[src/rtl/slow_domain_bridge_pkg.sv]
// Shared defaults for the slow-domain bridge: payload, buffer and counter sizing.
// Pointer and occupancy widths are derived locally from DEPTH in each module.
package slow_domain_bridge_pkg;

   localparam int DEF_DATA_W = 16;
   localparam int DEF_DEPTH  = 4;
   localparam int DEF_CNT_W  = 8;

endpackage : slow_domain_bridge_pkg

[src/rtl/bridge_fifo.sv]
// Single-clock synchronous FIFO with push/pop and registered occupancy.
// Full/empty come from occupancy only; requests are ignored when they cannot be honoured.
module bridge_fifo
   import slow_domain_bridge_pkg::*;
#(
   parameter int DATA_W = DEF_DATA_W,
   parameter int DEPTH  = DEF_DEPTH
) (
   input  logic              original_clock,
   input  logic              reset_in,
   input  logic              push,
   input  logic              pop,
   input  logic [DATA_W-1:0] wr_data,
   output logic [DATA_W-1:0] rd_data,
   output logic              full,
   output logic              empty
);

   localparam int PTR_W = $clog2(DEPTH);
   localparam logic [PTR_W:0] FULL_COUNT = (PTR_W + 1)'(DEPTH);

   logic [DATA_W-1:0] mem [DEPTH];
   logic [PTR_W-1:0]  wr_ptr;
   logic [PTR_W-1:0]  rd_ptr;
   logic [PTR_W:0]    count;
   logic              do_push;
   logic              do_pop;

   assign full    = (count == FULL_COUNT);
   assign empty   = (count == '0);
   assign do_push = push & ~full;
   assign do_pop  = pop & ~empty;
   assign rd_data = mem[rd_ptr];

   // NOTE: state registers use non-blocking assignments so every flop samples pre-edge values.
   always_ff @(posedge original_clock) begin
      if (reset_in) begin
         wr_ptr <= '0;
         rd_ptr <= '0;
         count  <= '0;
      end else begin
         // Pointers wrap naturally because DEPTH is a power of two.
         if (do_push) wr_ptr <= wr_ptr + 1'b1;
         if (do_pop)  rd_ptr <= rd_ptr + 1'b1;
         case ({do_push, do_pop})
            2'b10:   count <= count + 1'b1;
            2'b01:   count <= count - 1'b1;
            default: count <= count;
         endcase
      end
   end

   // NOTE: storage is deliberately not reset; emptiness is tracked by count, so stale words are never visible.
   always_ff @(posedge original_clock) begin
      if (do_push) mem[wr_ptr] <= wr_data;
   end

endmodule : bridge_fifo

[src/rtl/slow_domain_bridge.sv]
// Buffers a fast valid/ready stream and releases one word per rising edge of the
// divided clock level, holding it for a full slow period; all logic on original_clock.
module slow_domain_bridge
   import slow_domain_bridge_pkg::*;
#(
   parameter int DATA_W = DEF_DATA_W,
   parameter int DEPTH  = DEF_DEPTH,
   parameter int CNT_W  = DEF_CNT_W
) (
   input  logic              original_clock,
   input  logic              reset_in,
   input  logic              clock_slower,
   input  logic              in_valid,
   output logic              in_ready,
   input  logic [DATA_W-1:0] in_data,
   output logic              slow_tick,
   output logic              slow_valid,
   output logic [DATA_W-1:0] slow_data,
   output logic [CNT_W-1:0]  underrun_cnt
);

   logic              prev_q;
   logic              rise;
   logic              fifo_full;
   logic              fifo_empty;
   logic              push;
   logic              pop;
   logic [DATA_W-1:0] head;

   assign rise     = clock_slower & ~prev_q;
   assign in_ready = ~fifo_full;
   assign push     = in_valid & in_ready;
   assign pop      = rise & ~fifo_empty;

   // Reset also loads the live level, so a high clock_slower at release is not a rise.
   always_ff @(posedge original_clock) begin
      prev_q <= clock_slower;
   end

   bridge_fifo #(
      .DATA_W (DATA_W),
      .DEPTH  (DEPTH)
   ) u_fifo (
      .original_clock (original_clock),
      .reset_in       (reset_in),
      .push           (push),
      .pop            (pop),
      .wr_data        (in_data),
      .rd_data        (head),
      .full           (fifo_full),
      .empty          (fifo_empty)
   );

   always_ff @(posedge original_clock) begin
      if (reset_in) begin
         slow_tick    <= 1'b0;
         slow_valid   <= 1'b0;
         slow_data    <= '0;
         underrun_cnt <= '0;
      end else if (rise) begin
         slow_tick <= 1'b1;
         if (!fifo_empty) begin
            slow_data  <= head;
            slow_valid <= 1'b1;
         end else begin
            // Underrun: keep the last word, flag it stale, count without wrapping.
            slow_valid <= 1'b0;
            if (underrun_cnt != {CNT_W{1'b1}}) underrun_cnt <= underrun_cnt + 1'b1;
         end
      end else begin
         slow_tick <= 1'b0;
      end
   end

endmodule : slow_domain_bridge
[config.mk]
export PLATFORM = sky130hd
export DESIGN_NAME = slow_domain_bridge
export DESIGN_NICKNAME = d
export VERILOG_FILES = /design/src/rtl/slow_domain_bridge_pkg.sv /design/src/rtl/bridge_fifo.sv /design/src/rtl/slow_domain_bridge.sv
export SDC_FILE = /design/constraint.sdc
export NUM_CORES = 1
export LEC_CHECK = 0
export CAP_MARGIN = 40
export CORE_ASPECT_RATIO = 1.5
export CORE_MARGIN = 2
export CORE_UTILIZATION = 61
export CTS_BUF_LIST = sky130_fd_sc_hd__clkbuf_4 sky130_fd_sc_hd__clkbuf_8
export CTS_CLUSTER_DIAMETER = 100
export DETAILED_ROUTE_END_ITERATION = 8
export PLACE_DENSITY_LB_ADDON = 0.05
export RECOVER_POWER = 100
export SYNTH_ARGS = -nofsm -noshare
export SYNTH_HDL_FRONTEND = slang
export SYNTH_SLANG_ARGS = --single-unit
[constraint.sdc]
create_clock -name original_clock -period 7.59 [get_ports original_clock]
set_input_delay 1.1385 -clock original_clock [delete_from_list [all_inputs] [get_ports original_clock]]
set_output_delay 1.1385 -clock original_clock [all_outputs]
set_load 0.1 [all_outputs]
==> After elaboration in Yosys (flattened, before gate mapping) <==
Memory sizes are Yosys's and may differ from the RTL's. A register that Yosys moved wholly into a read port is not among the register bits.
Index checks and enable logic that the tools add are counted.
{ "op_classes": {"mux": 5, "eq_ne": 4, "n_reduce_logical": 4, "bitwise_logic": 8, "addsub": 5} }
{ "ops": {"columns": ["operator", "count"], "rows": [
  ["adder 8 x 1 -> 8 bit (second input constant)", 1],
  ["inequality test 8 bit (second input constant)", 1],
  ["case mux 3 bit (2 select lines)", 1],
  ["AND 1 bit", 5],
  ["adder 2 x 1 -> 2 bit (second input constant)", 2],
  ["2-to-1 mux 1 bit", 4],
  ["adder 3 x 1 -> 3 bit (second input constant)", 1],
  ["== test 3 bit (second input constant)", 1],
  ["zero test 3 bit", 1],
  ["NOT 1 bit", 3],
  ["AND reduction 3 bit", 1],
  ["subtractor 3 x 1 -> 3 bit (second input constant)", 1],
  ["== test 2 x 1 -> 1 bit (second input constant)", 1],
  ["== test 2 bit (second input constant)", 1],
  ["AND reduction 2 bit", 1],
  ["nonzero test 2 bit", 1]
]} }
{ "totals": {"input_bits": 20, "mem_bits_rw": 64, "mem_count": 1, "elab_cells": 34, "register_bits": 18, "out_inout_bits": 27} }
{ "mem_list": {"columns": ["name", "depth", "word_bits", "rd", "rd_clocked_by_memory_dff", "write_ports", "line_no", "source"], "rows": [
  ["u_fifo.mem", 4, 16, 1, 1, 1, "bridge_fifo.sv:22", "logic [DATA_W-1:0] mem [DEPTH];"]
]} }

==> Depth between registers and ports, before layout <==
Gate-level depths: netlist (run 1).
{ "logic_depth": {"word_depth": 6, "mapped_depth": 9, "ltp_nobuf": 8} }

==> By module <==
From an unflattened synthesis (run 1), not the netlist that was laid out.
{ "hier_totals": {"cells_unflattened": 268, "area_unflattened_um2": 3981.3} }
{ "modules_own_cells": {"columns": ["mod", "seq_area_each_um2", "n_inst", "area_per_inst_um2", "cells_per_inst"], "rows": [
  ["bridge_fifo", 2102.0, 1, 2821.5, 138],
  ["slow_domain_bridge", 540.5, 1, 1159.9, 130]
]} }

==> Worst setup path after synthesis (run 1) <==
Ideal clock, no wire load.
{ "synth_path": {"kind": "input to register", "from": "in clock_slower", "to": "reg u_fifo.count[2]", "setup_time_ns": 0.070, "path_slack_ns": 4.623, "path_stages": 9, "t_required_ns": 7.520, "arrival_ns": 2.897, "path_buffers": 1, "cell_sequence": "and2b_1 > nand2_2 > inv_2 > buf_2 > ha_1 > fa_1 > xnor2_1 > or3_1 > a21oi_1"} }
{ "synth_via": {"elab_chain_cells": 5, "elab_cells_between_ends": 7, "classes_between": "eq/ne (2); mux (1); bitwise (3); reduce/logical (1)"} }
{ "synth_lines": {"columns": ["element", "line_no", "source"], "rows": [
  ["start: declaration", "slow_domain_bridge.sv:12", "input logic clock_slower,"],
  ["AND 1 bit *", "slow_domain_bridge.sv:30", "assign rise = clock_slower & ~prev_q;"],
  ["AND 1 bit *", "slow_domain_bridge.sv:33", "assign pop = rise & ~fifo_empty;"],
  ["net pop", "slow_domain_bridge.sv:27", "logic pop;"],
  ["AND 1 bit *", "bridge_fifo.sv:32", "assign do_pop = pop & ~empty;"],
  ["== test 2 x 1 -> 1 bit / == test 2 bit (equally long branches)", "bridge_fifo.sv:45", "case ({do_push, do_pop})"],
  ["case mux 3 bit (2 select lines) / nonzero test 2 bit (equally long branches)", null, null],
  ["end signal: assignment", "bridge_fifo.sv:46", "2'b10: count <= count + 1'b1;"],
  ["end signal: assignment", "bridge_fifo.sv:47", "2'b01: count <= count - 1'b1;"],
  ["end signal: assignment", "bridge_fifo.sv:48", "default: count <= count;"],
  ["end: declaration", "bridge_fifo.sv:25", "logic [PTR_W:0] count;"]
]} }
The timed path passes the listed nets; every way through them passes the cells marked *.
A chain may end at the register's enable or synchronous reset.

==> Worst setup path after layout (run 1) <==
{ "layout_path": {"from": "in clock_slower", "to": "reg u_fifo.count[2]"} }
{ "layout_via": {"elab_chain_cells": 5, "elab_cells_between_ends": 7, "classes_between": "eq/ne (2); mux (1); bitwise (3); reduce/logical (1)"} }
{ "layout_lines": {"columns": ["element", "line_no"], "rows": [
  ["AND 1 bit *", "slow_domain_bridge.sv:30"],
  ["AND 1 bit *", "slow_domain_bridge.sv:33"],
  ["AND 1 bit *", "bridge_fifo.sv:32"],
  ["== test 2 x 1 -> 1 bit / == test 2 bit (equally long branches)", "bridge_fifo.sv:45"],
  ["case mux 3 bit (2 select lines) / nonzero test 2 bit (equally long branches)", null]
]} }
Every way passes the cells marked *; elsewhere a longest branch is shown, timed or not.

==> results of run 1 <==
==> flip-flops by register name (all words and copies together), names as in the netlist <==
register	flops
u_fifo.mem	64
slow_data	16
underrun_cnt	8
u_fifo.count	3
u_fifo.rd_ptr	2
u_fifo.wr_ptr	2
prev_q	1
slow_tick	1
slow_valid	1
==> worst max path at each step <==
stage | slack [ns] | to | cells after the start
5_1_grt | 3.37 | u_fifo.count[2] | 9
4_1_cts | 4.22 | u_fifo.count[2] | 9
2_1_floorplan | 4.62 | u_fifo.count[2] | 9
3_5_place_dp | 3.84 | u_fifo.count[2] | 9
6_report | 3.63 | u_fifo.count[2] | 9
3_3_place_gp | 3.90 | u_fifo.count[2] | 9
==> metrics by stage <==
stage / cells / util / setup slack, ns / hold WS, ns
3_3_place_gp: 359 / 0.704 / 3.90 / 0.445
3_5_place_dp: 391 / 0.782 / 3.84 / 0.451
5_1_grt: 407 / 0.755 / 3.37 / 0.485
4_1_cts: 407 / 0.812 / 4.22 / 0.464
6_report: 407 / 0.755 / 3.63 / 0.463
2_1_floorplan: 248 / - / 4.62 / 0.469
==> synthesized netlist by cell type, drive strengths merged <==
| cell | n |
|---|---|
| a211oi | 2 |
| a21oi | 20 |
| a31oi | 1 |
| and2 | 1 |
| and2b | 1 |
| and3 | 6 |
| and4b | 1 |
| buf | 6 |
| clkbuf | 4 |
| dfxtp | 34 |
| edfxtp | 64 |
| fa | 1 |
| ha | 6 |
| inv | 6 |
| mux2i | 3 |
| mux4 | 16 |
| nand2 | 35 |
| nand2b | 1 |
| nand3 | 5 |
| nand4 | 2 |
| nor2 | 12 |
| nor3 | 4 |
| nor4 | 1 |
| o211ai | 1 |
| o21ai | 3 |
| o31ai | 1 |
| or3 | 3 |
| or3b | 1 |
| or4 | 1 |
| xnor2 | 3 |
| xor2 | 3 |
==> report_power, final <==
group,switching [mW],internal [mW],total (mW),leakage (nW)
logic,0.165,0.0864,0.251,0.575
clock network,0.182,0.126,0.308,0.0979
registers,0.0224,0.610,0.633,0.864
==> worst reg2reg max path, stage by stage, from the launching register on <==
cell and delay [ns]:
dfxtp_1 0.39, or3_4 0.43, nand2_1 0.46, inv_1 0.48, ha_1 0.38, fa_1 0.38
xnor2_1 0.14, or3_1 0.31, a21oi_1 0.14
==> cell families after synthesis <==
family | Yosys count | share of synthesized area
simple gates | 74 | 0.0996
xor+xnor | 6 | 0.0140
buf+inv | 16 | 0.0200
compound gates | 28 | 0.0418
flops | 98 | 0.695
fa+ha+maj | 7 | 0.0254
mux | 19 | 0.104
==> routing by layer <==
layer	routed length (um)	track usage	part of all wire
met4	154	0.102	0.022
met5	0	0	0
met2	3910	0.403	0.56
met3	296	0.0415	0.043
met1	2580	0.257	0.37
==> final cells by class <==
| type | count | share of cell area |
|---|---|---|
| clock buffer | 9 | 0.0271 |
| clock inverter | 7 | 0.0132 |
| inverter | 6 | 0.00493 |
| multi-input combinational | 134 | 0.228 |
| sequential | 98 | 0.570 |
| tap | 74 | 0.0203 |
| timing repair buffer | 79 | 0.136 |
==> impl_metrics.csv, run 1 <==
group,metric,value,unit
cells_and_area,fill_cells,395,
timing,drv_slew,0,
clocking,clkSinkCount,98,
pwr,power_density,261,nW/um^2
timing,period_share,0.522,
clocking,cts_root_buffer,"clkbuf_8",
floorplan,row_count,35,
placement,gp_congestion,0.693,
worst_setup_path,r2r-end,"u_fifo.count[2]",
clocking,cts_hold_buf,0,
timing,slew_headroom,0.212,
worst_setup_path,max_stage_delay,0.56,ns
worst_setup_path,worstReg2RegStart,"u_fifo.count[0]",
worst_setup_path,crit_type,"input pin to flip-flop",
worst_setup_path,start_kind,"input pin",
worst_setup_path,crit_chain,"dlygate4sd3_1 > and2b_1 > nand2_1 > inv_1 > ha_1 > fa_1 > xnor2_1 > or3_1 > a21oi_1",
synthesis,synth-seq-area-share,0.695,
worst_setup_path,crit_path_top_delay_cell,"dlygate4sd3_1",
worst_setup_path,r2r_slack,4.38,ns
worst_setup_path,cpLargestDelayFamily,"buffers and inverters",
timing,setup_violations,0,
placement,port_buffers,46,
worst_setup_path,critPathCaptureType,"flip-flop",
hold_path,hold_depth,2,
hold_path,min_from,"slow_data[1]",
cells_and_area,layout.nets,355,
clocking,clk_pin_slew,0.09,ns
cells_and_area,layout_common_cells,"edfxtp_1 (64), nand2_1 (35), dfxtp_1 (34), clkbuf_1 (29), clkdlybuf4s50_1 (24)",
floorplan,start_util,0.620,
floorplan,dieHeight,100,um
global_routing,grt_usage,0.226,
worst_setup_path,startpoint,"clock_slower",
floorplan,boundaryPins,47,
clocking,cts_buffer_depth,2,
global_routing,grt_max_degree,25,
detailed_routing,vias_per_cell,5.53,
clocking,cts_max_level,3,
worst_setup_path,worst-path-buf-inv,2,
timing,max_freq,0.252,GHz
timing,rsz0062_at_grt,"no",
timing,skew,0.0155,ns
worst_setup_path,critPathArrivalTime,4.24,ns
floorplan,core_region_area,6040,um^2
flow_run,maxCapViolCount,0,
pwr,p_leak,1.54,nW
placement,placed_area,4730,um^2
detailed_routing,drt_wl_total,6940,um
cells_and_area,drive_gt1_frac,0.117,
worst_setup_path,reg2reg_depth,8,
timing,fin_setup_tns,0,ns
synthesis,ys_top_cells_by_area,"edfxtp_1 (51%), dfxtp_1 (18%), mux4_2 (9.6%)",
synthesis,synth_area,3740,um^2
global_routing,overflow,0,
cells_and_area,layout_commonest_cell,"edfxtp_1",
global_routing,antenna_found_initial,0,
placement,hpwl,4820,um
clocking,post-cts-setup-buffers,0,
pwr,peakVddDrop,0.163,mV
detailed_routing,drtIter0Drc,104,
timing,hold_viol,0,
synthesis,synth-seq-cells,98,
cells_and_area,synthToLayoutAreaGrowth,21.9,%
timing,worstMarginPinSlew,1.19,ns
cells_and_area,seq_area,2600,um^2
clocking,cts_tree,"yes",
global_routing,grt_pass1_vias,2242,
cells_and_area,multi_input_area,1040,um^2
detailed_routing,drc,0,
detailed_routing,first_pass_iters,4,
detailed_routing,routedWlPerCell,17.1,um
synthesis,synth_fp_nets,275,
timing,finalCriticalPeriod,3.96,ns
synthesis,ys_types,37,
global_routing,grt_pass1_wl,10800,um
synthesis,yosys.area.top_type,"edfxtp_1",
cells_and_area,fin_area,4570,um^2
hold_path,hold_path_end,"slow_data[1]",
detailed_routing,ant_nets,0,
floorplan,dieArea,6790,um^2
synthesis,yosysWarnings,0,
synthesis,synth_top_area_share,0.513,
worst_setup_path,crit_required,7.86,ns
hold_path,hp-class,"flip-flop to flip-flop",
synthesis,avgSynthCellArea,15.1,um^2
detailed_routing,vias,2251,
floorplan,die_w,68.0,um
pwr,power,1.19,mW
synthesis,syn_inst,248,
cells_and_area,n_antenna_cell,0,
clocking,clk_latency,0.36,ns
worst_setup_path,path_max_fanout,18,
run_status,status,"finished, final reports clean",
clocking,cts_buffers,9,
clocking,cts_resized,0,
Note: power is estimated with default switching activity, not from simulation.
==> run 2: changes to the inputs <==
CORE_UTILIZATION = 57   (was 61)
clock period = 4.1 ns   (was 7.59 ns; I/O delays follow)
==> run 2 against run 1 <==
Effect of this change: via count down 0.40%; power increased by 90%; largest cell class unchanged; die area up 6.7%; sequential power increased by 85%.
==> impl_metrics.csv, run 2 (synthesis gave the netlist of run 1 again) <==
group,metric,value,unit
floorplan,dieArea,7250,um^2
detailed_routing,vias_per_cell,5.48,
detailed_routing,drt_wl_total,7000,um
timing,setup_violations,0,
detailed_routing,first_pass_iters,4,
detailed_routing,vias,2242,
pwr,power,2.26,mW
clocking,cts_buffers,9,
cells_and_area,synthToLayoutAreaGrowth,22.8,%
detailed_routing,wl_met1,2780,um
detailed_routing,routedWlPerCell,17.1,um
cells_and_area,drive_gt1_frac,0.117,
timing,max_freq,0.322,GHz
timing,hold_viol,0,
clocking,clkSinkCount,98,
detailed_routing,ant_nets,0,
clocking,cts_root_buffer,"clkbuf_8",
cells_and_area,fin_area,4600,um^2
placement,place_ws,0.926,ns
flow_run,maxCapViolCount,0,
run_status,status,"finished, final reports clean",
floorplan,start_util,0.581,
cells_and_area,regMostFlops,"u_fifo.mem",
detailed_routing,wl_met2,3820,um
worst_setup_path,r2r_slack,1.26,ns
timing,fin_setup_tns,0,ns
cells_and_area,seq_area,2600,um^2
cells_and_area,fill_cells,435,
worst_setup_path,crit_chain,"dlygate4sd3_1 > and2b_1 > nand2_2 > inv_1 > ha_1 > fa_1 > xnor2_1 > or3_1 > a21oi_1",
detailed_routing,drtIter0Drc,115,
global_routing,antenna_found_initial,0,
floorplan,boundaryPins,47,
clocking,clk_pin_slew,0.09,ns
clocking,cts_tree,"yes",
floorplan,row_count,36,
timing,skew,0.0101,ns
clocking,cts_buffer_depth,2,
global_routing,grt_max_degree,26,
worst_setup_path,cpLargestDelayFamily,"buffers and inverters",
floorplan,dieHeight,103,um
detailed_routing,drc,0,
cells_and_area,multi_input_area,1040,um^2
clocking,cts_hold_buf,0,
global_routing,grt_pass1_wl,11100,um
placement,port_buffers,46,
worst_setup_path,crit_type,"input pin to flip-flop",
worst_setup_path,r2r-end,"u_fifo.count[2]",
cells_and_area,fin_util,0.714,
hold_path,hp-class,"flip-flop to flip-flop",
timing,drv_slew,0,
worst_setup_path,path_max_fanout,18,
worst_setup_path,startpoint,"clock_slower",
clocking,clk_latency,0.36,ns
cells_and_area,layout_common_cells,"edfxtp_1 (64), nand2_1 (34), dfxtp_1 (34), clkbuf_1 (28), clkdlybuf4s50_1 (25)",
cells_and_area,layout_commonest_cell,"edfxtp_1",
placement,placed_area,4720,um^2
worst_setup_path,max_stage_delay,0.57,ns
worst_setup_path,reg2reg_depth,8,
clocking,cts_resized,0,
worst_setup_path,crit_end,"u_fifo.count[2]",
worst_setup_path,crit_cells,9,
timing,rsz0062_at_grt,"no",
global_routing,overflow,0,
floorplan,core_region_area,6440,um^2
pwr,peakVddDrop,0.288,mV
pwr,power_density,492,nW/um^2
cells_and_area,layout.nets,355,
worst_setup_path,crit_required,4.40,ns
timing,period_share,0.757,
detailed_routing,top_layer,"met4",
floorplan,die_w,70.2,um
worst_setup_path,crit_path_top_delay_cell,"dlygate4sd3_1",
placement,gp_congestion,0.833,
worst_setup_path,worstReg2RegStart,"u_fifo.count[0]",
cells_and_area,reg.largest.list,"u_fifo.mem (64), slow_data (16), underrun_cnt (8)",
worst_setup_path,worst-path-buf-inv,2,
cells_and_area,n_antenna_cell,0,
timing,worstMarginPinSlew,1.22,ns
timing,timing.final.ws_setup,0.994,ns
detailed_routing,wl_met3,289,um
cells_and_area,largest_register_ffs,64,
global_routing,grt_usage,0.208,
timing,slew_headroom,0.191,
worst_setup_path,start_kind,"input pin",
timing,finalCriticalPeriod,3.11,ns
global_routing,grt_pass1_vias,2256,
worst_setup_path,critPathCaptureType,"flip-flop",
worst_setup_path,critPathArrivalTime,3.40,ns
placement,hpwl,4740,um
pwr,p_leak,1.55,nW
clocking,post-cts-setup-buffers,0,
clocking,cts_max_level,3,
## run 2: cell count changes in the layout (fill, tap and decap cells not counted), sizes merged
cell           change
inv                -2
buf                +1
bufinv             +1
clkbuf             -1
clkdlybuf4s50      +1
clkinv             +1
dlygate4sd3        -1
## run 2: through the flow
stage | hold WS, ns | instances
floorplan | 0.469 | 248
global placement | 0.450 | 361
detailed placement | 0.453 | 392
CTS | 0.466 | 408
global route | 0.490 | 409
finish | 0.466 | 409
## run 2: cell type report
cell class | instances | area share
Sequential cell | 98 | 0.566
Multi-Input combinational cell | 134 | 0.227
Timing Repair Buffer | 79 | 0.138
Clock buffer | 9 | 0.0269
Tap cell | 76 | 0.0207
Clock inverter | 7 | 0.0166
Inverter | 6 | 0.00490
## run 2: worst register-to-register path, stage by stage (launching register included)
cell and delay (ns):
dfxtp_1 0.39, or3_4 0.44, nand2_2 0.28, inv_1 0.36
ha_1 0.36, fa_1 0.38, xnor2_1 0.14, or3_1 0.31
a21oi_1 0.14
## run 2: how the worst min path moves through the flow
stage | start | end | cells past startpoint
2_1_floorplan | u_fifo.wr_ptr[1] | u_fifo.wr_ptr[1] | 2
3_3_place_gp | slow_data[12] | slow_data[12] | 2
3_5_place_dp | slow_data[7] | slow_data[7] | 2
4_1_cts | slow_data[8] | slow_data[8] | 2
5_1_grt | slow_data[8] | slow_data[8] | 2
6_report | slow_data[8] | slow_data[8] | 2
## run 2: per-layer routing
layer,vias to the layer above,global-route usage
li1,1081,-
met5,-,0
met1,1098,0.240
met4,0,0.0799
met3,10,0.0523
met2,53,0.375
## run 2: power by group
part	switching [mW]	internal, mW	total (mW)
logic	0.305	0.161	0.466
registers	0.0426	1.13	1.17
clock network	0.333	0.289	0.622
==> run 3: changes to the inputs <==
CORE_UTILIZATION = 51   (was 57)
clock period = 2.8 ns   (was 4.1 ns; I/O delays follow)
==> run 3 against run 2 <==
Effect of this change: power increased by 46%; global-route usage decreased by 2.0 points; final area is 5.2% lower; clock skew down 0.0042 ns; register-to-register slack worse by 0.81 ns; critical path type is now flip-flop to flip-flop.
==> impl_metrics.csv, run 3 (synthesis gave the netlist of run 1 again) <==
group,metric,value,unit
global_routing,grt_pass1_wl,10600,um
placement,port_buffers,46,
timing,fin_setup_tns,0,ns
detailed_routing,drtIter0Drc,88,
floorplan,dieArea,8060,um^2
clocking,post-cts-setup-buffers,0,
cells_and_area,largest_register_ffs,64,
clocking,cts_max_level,3,
timing,max_freq,0.426,GHz
worst_setup_path,start_kind,"flip-flop",
timing,period_share,0.839,
placement,place_ws,0.365,ns
worst_setup_path,cpLargestDelayFamily,"buffers and inverters",
detailed_routing,drt_wl_total,6820,um
floorplan,row_count,38,
worst_setup_path,max_stage_delay,0.81,ns
timing,drv_slew,0,
detailed_routing,vias_per_cell,5.38,
pwr,p_leak,1.45,nW
clocking,cts_root_buffer,"clkbuf_8",
cells_and_area,final_cell_count_no_fill,410,
cells_and_area,layout.nets,332,
global_routing,grt.busiest_layer,"met2",
worst_setup_path,r2r-end,"slow_data[7]",
detailed_routing,first_pass_iters,5,
cells_and_area,fin_util,0.607,
global_routing,antenna_found_initial,0,
timing,hold_viol,0,
worst_setup_path,reg2reg_depth,4,
worst_setup_path,critPathCaptureType,"flip-flop",
worst_setup_path,crit_type,"flip-flop to flip-flop",
floorplan,boundaryPins,47,
timing,worstMarginPinSlew,1.19,ns
placement,dpl.cell_count,394,
worst_setup_path,worstReg2RegStart,"u_fifo.rd_ptr[0]",
global_routing,grt_usage,0.187,
detailed_routing,routedWlPerCell,16.6,um
pwr,power_density,759,nW/um^2
placement,placed_area,4300,um^2
timing,rsz0062_at_grt,"no",
global_routing,grtUsageMet2,0.314,
timing,skew,0.00592,ns
global_routing,overflow,0,
worst_setup_path,startpoint,"u_fifo.rd_ptr[0]",
clocking,cts_resized,0,
cells_and_area,fin_area,4360,um^2
flow_run,maxCapViolCount,0,
clocking,clk_pin_slew,0.08,ns
clocking,cts_hold_buf,0,
clocking,cts_buffer_depth,2,
cells_and_area,synthToLayoutAreaGrowth,16.4,%
cells_and_area,fill_cells,604,
detailed_routing,ant_nets,0,
floorplan,die_w,74.0,um
cells_and_area,regMostFlops,"u_fifo.mem",
cells_and_area,reg.largest.list,"u_fifo.mem (64), slow_data (16), underrun_cnt (8)",
pwr,power,3.31,mW
floorplan,core_region_area,7180,um^2
floorplan,start_util,0.522,
timing,whs,0.456,ns
clocking,cts_tree,"yes",
cells_and_area,drive_gt1_frac,0.129,
global_routing,grt_pass1_vias,2063,
worst_setup_path,worst-path-buf-inv,1,
global_routing,met3_usage,0.0481,
worst_setup_path,r2r_slack,0.45,ns
cells_and_area,layout_commonest_cell,"edfxtp_1",
clocking,cts_buffers,9,
hold_path,hold_depth,2,
worst_setup_path,path_max_fanout,12,
pwr,peakVddDrop,0.470,mV
clocking,clk_latency,0.36,ns
placement,gp_congestion,0.753,
placement,hpwl,4240,um
worst_setup_path,critPathArrivalTime,2.54,ns
detailed_routing,drc,0,
run_status,status,"finished, final reports clean",
clocking,clkSinkCount,98,
timing,timing.final.ws_setup,0.452,ns
timing,finalCriticalPeriod,2.35,ns
worst_setup_path,crit_end,"slow_data[7]",
hold_path,hp-class,"flip-flop to flip-flop",
timing,setup_violations,0,
floorplan,dieHeight,109,um
cells_and_area,layout_common_cells,"edfxtp_1 (64), nand2_1 (34), dfxtp_1 (34), clkbuf_1 (32), a21oi_1 (20)",
worst_setup_path,crit_path_top_delay_cell,"clkbuf_1",
detailed_routing,vias,2207,
worst_setup_path,crit_cells,4,
worst_setup_path,crit_chain,"clkbuf_1 > mux4_2 > nand2_1 > a21oi_1",
global_routing,grt_max_degree,23,
timing,slew_headroom,0.204,
cells_and_area,n_antenna_cell,0,
worst_setup_path,crit_required,2.99,ns
global_routing,use_met1,0.228,
-- run 3: cell count changes in the layout (fill, tap and decap cells not counted), sizes merged --
| cell | change |
|---|---|
| dlygate4sd3 | -3 |
| clkinv | +1 |
| clkbuf | +6 |
| buf | -1 |
| inv | -3 |
| clkdlybuf4s50 | -24 |
| bufinv | +1 |
-- run 3: layout make-up --
cell class              count  area [um^2]  area share
clock buffers              10          131      0.0301
clock inverters             6         81.3      0.0187
inverters                   6         22.5     0.00517
multi-input cells         134         1050       0.241
flip-flops and latches     98         2600       0.597
well taps                 100          125      0.0287
repair buffers             56          345      0.0792
-- run 3: worst min path at each step --
stage                         end           from  slack [ns]
floorplan                  prev_q   clock_slower        0.45
global placement    slow_data[11]  slow_data[11]        0.44
detailed placement   slow_data[3]   slow_data[3]        0.45
CTS                 slow_data[13]  slow_data[13]        0.46
global route         slow_data[1]   slow_data[1]        0.48
finish              slow_data[13]  slow_data[13]        0.46
-- run 3: power breakdown --
group / leakage (nW) / total [mW] / switching, mW / internal [mW]
Clock: 0.109 / 0.958 / 0.451 / 0.507
Sequential: 0.864 / 1.72 / 0.0624 / 1.66
Combinational: 0.476 / 0.630 / 0.439 / 0.191
-- run 3: layer usage --
| metal | up-vias | share of wire |
|---|---|---|
| li1 | 1030 | - |
| met2 | 74 | 0.52 |
| met1 | 1095 | 0.41 |
| met5 | - | 0 |
| met4 | 0 | 0.015 |
| met3 | 8 | 0.047 |
-- run 3: worst register-to-register path: stages, from the launching register on --
cell and delay (ns):
dfxtp_1 0.61, clkbuf_1 0.81, mux4_2 0.60, nand2_1 0.10, a21oi_1 0.06
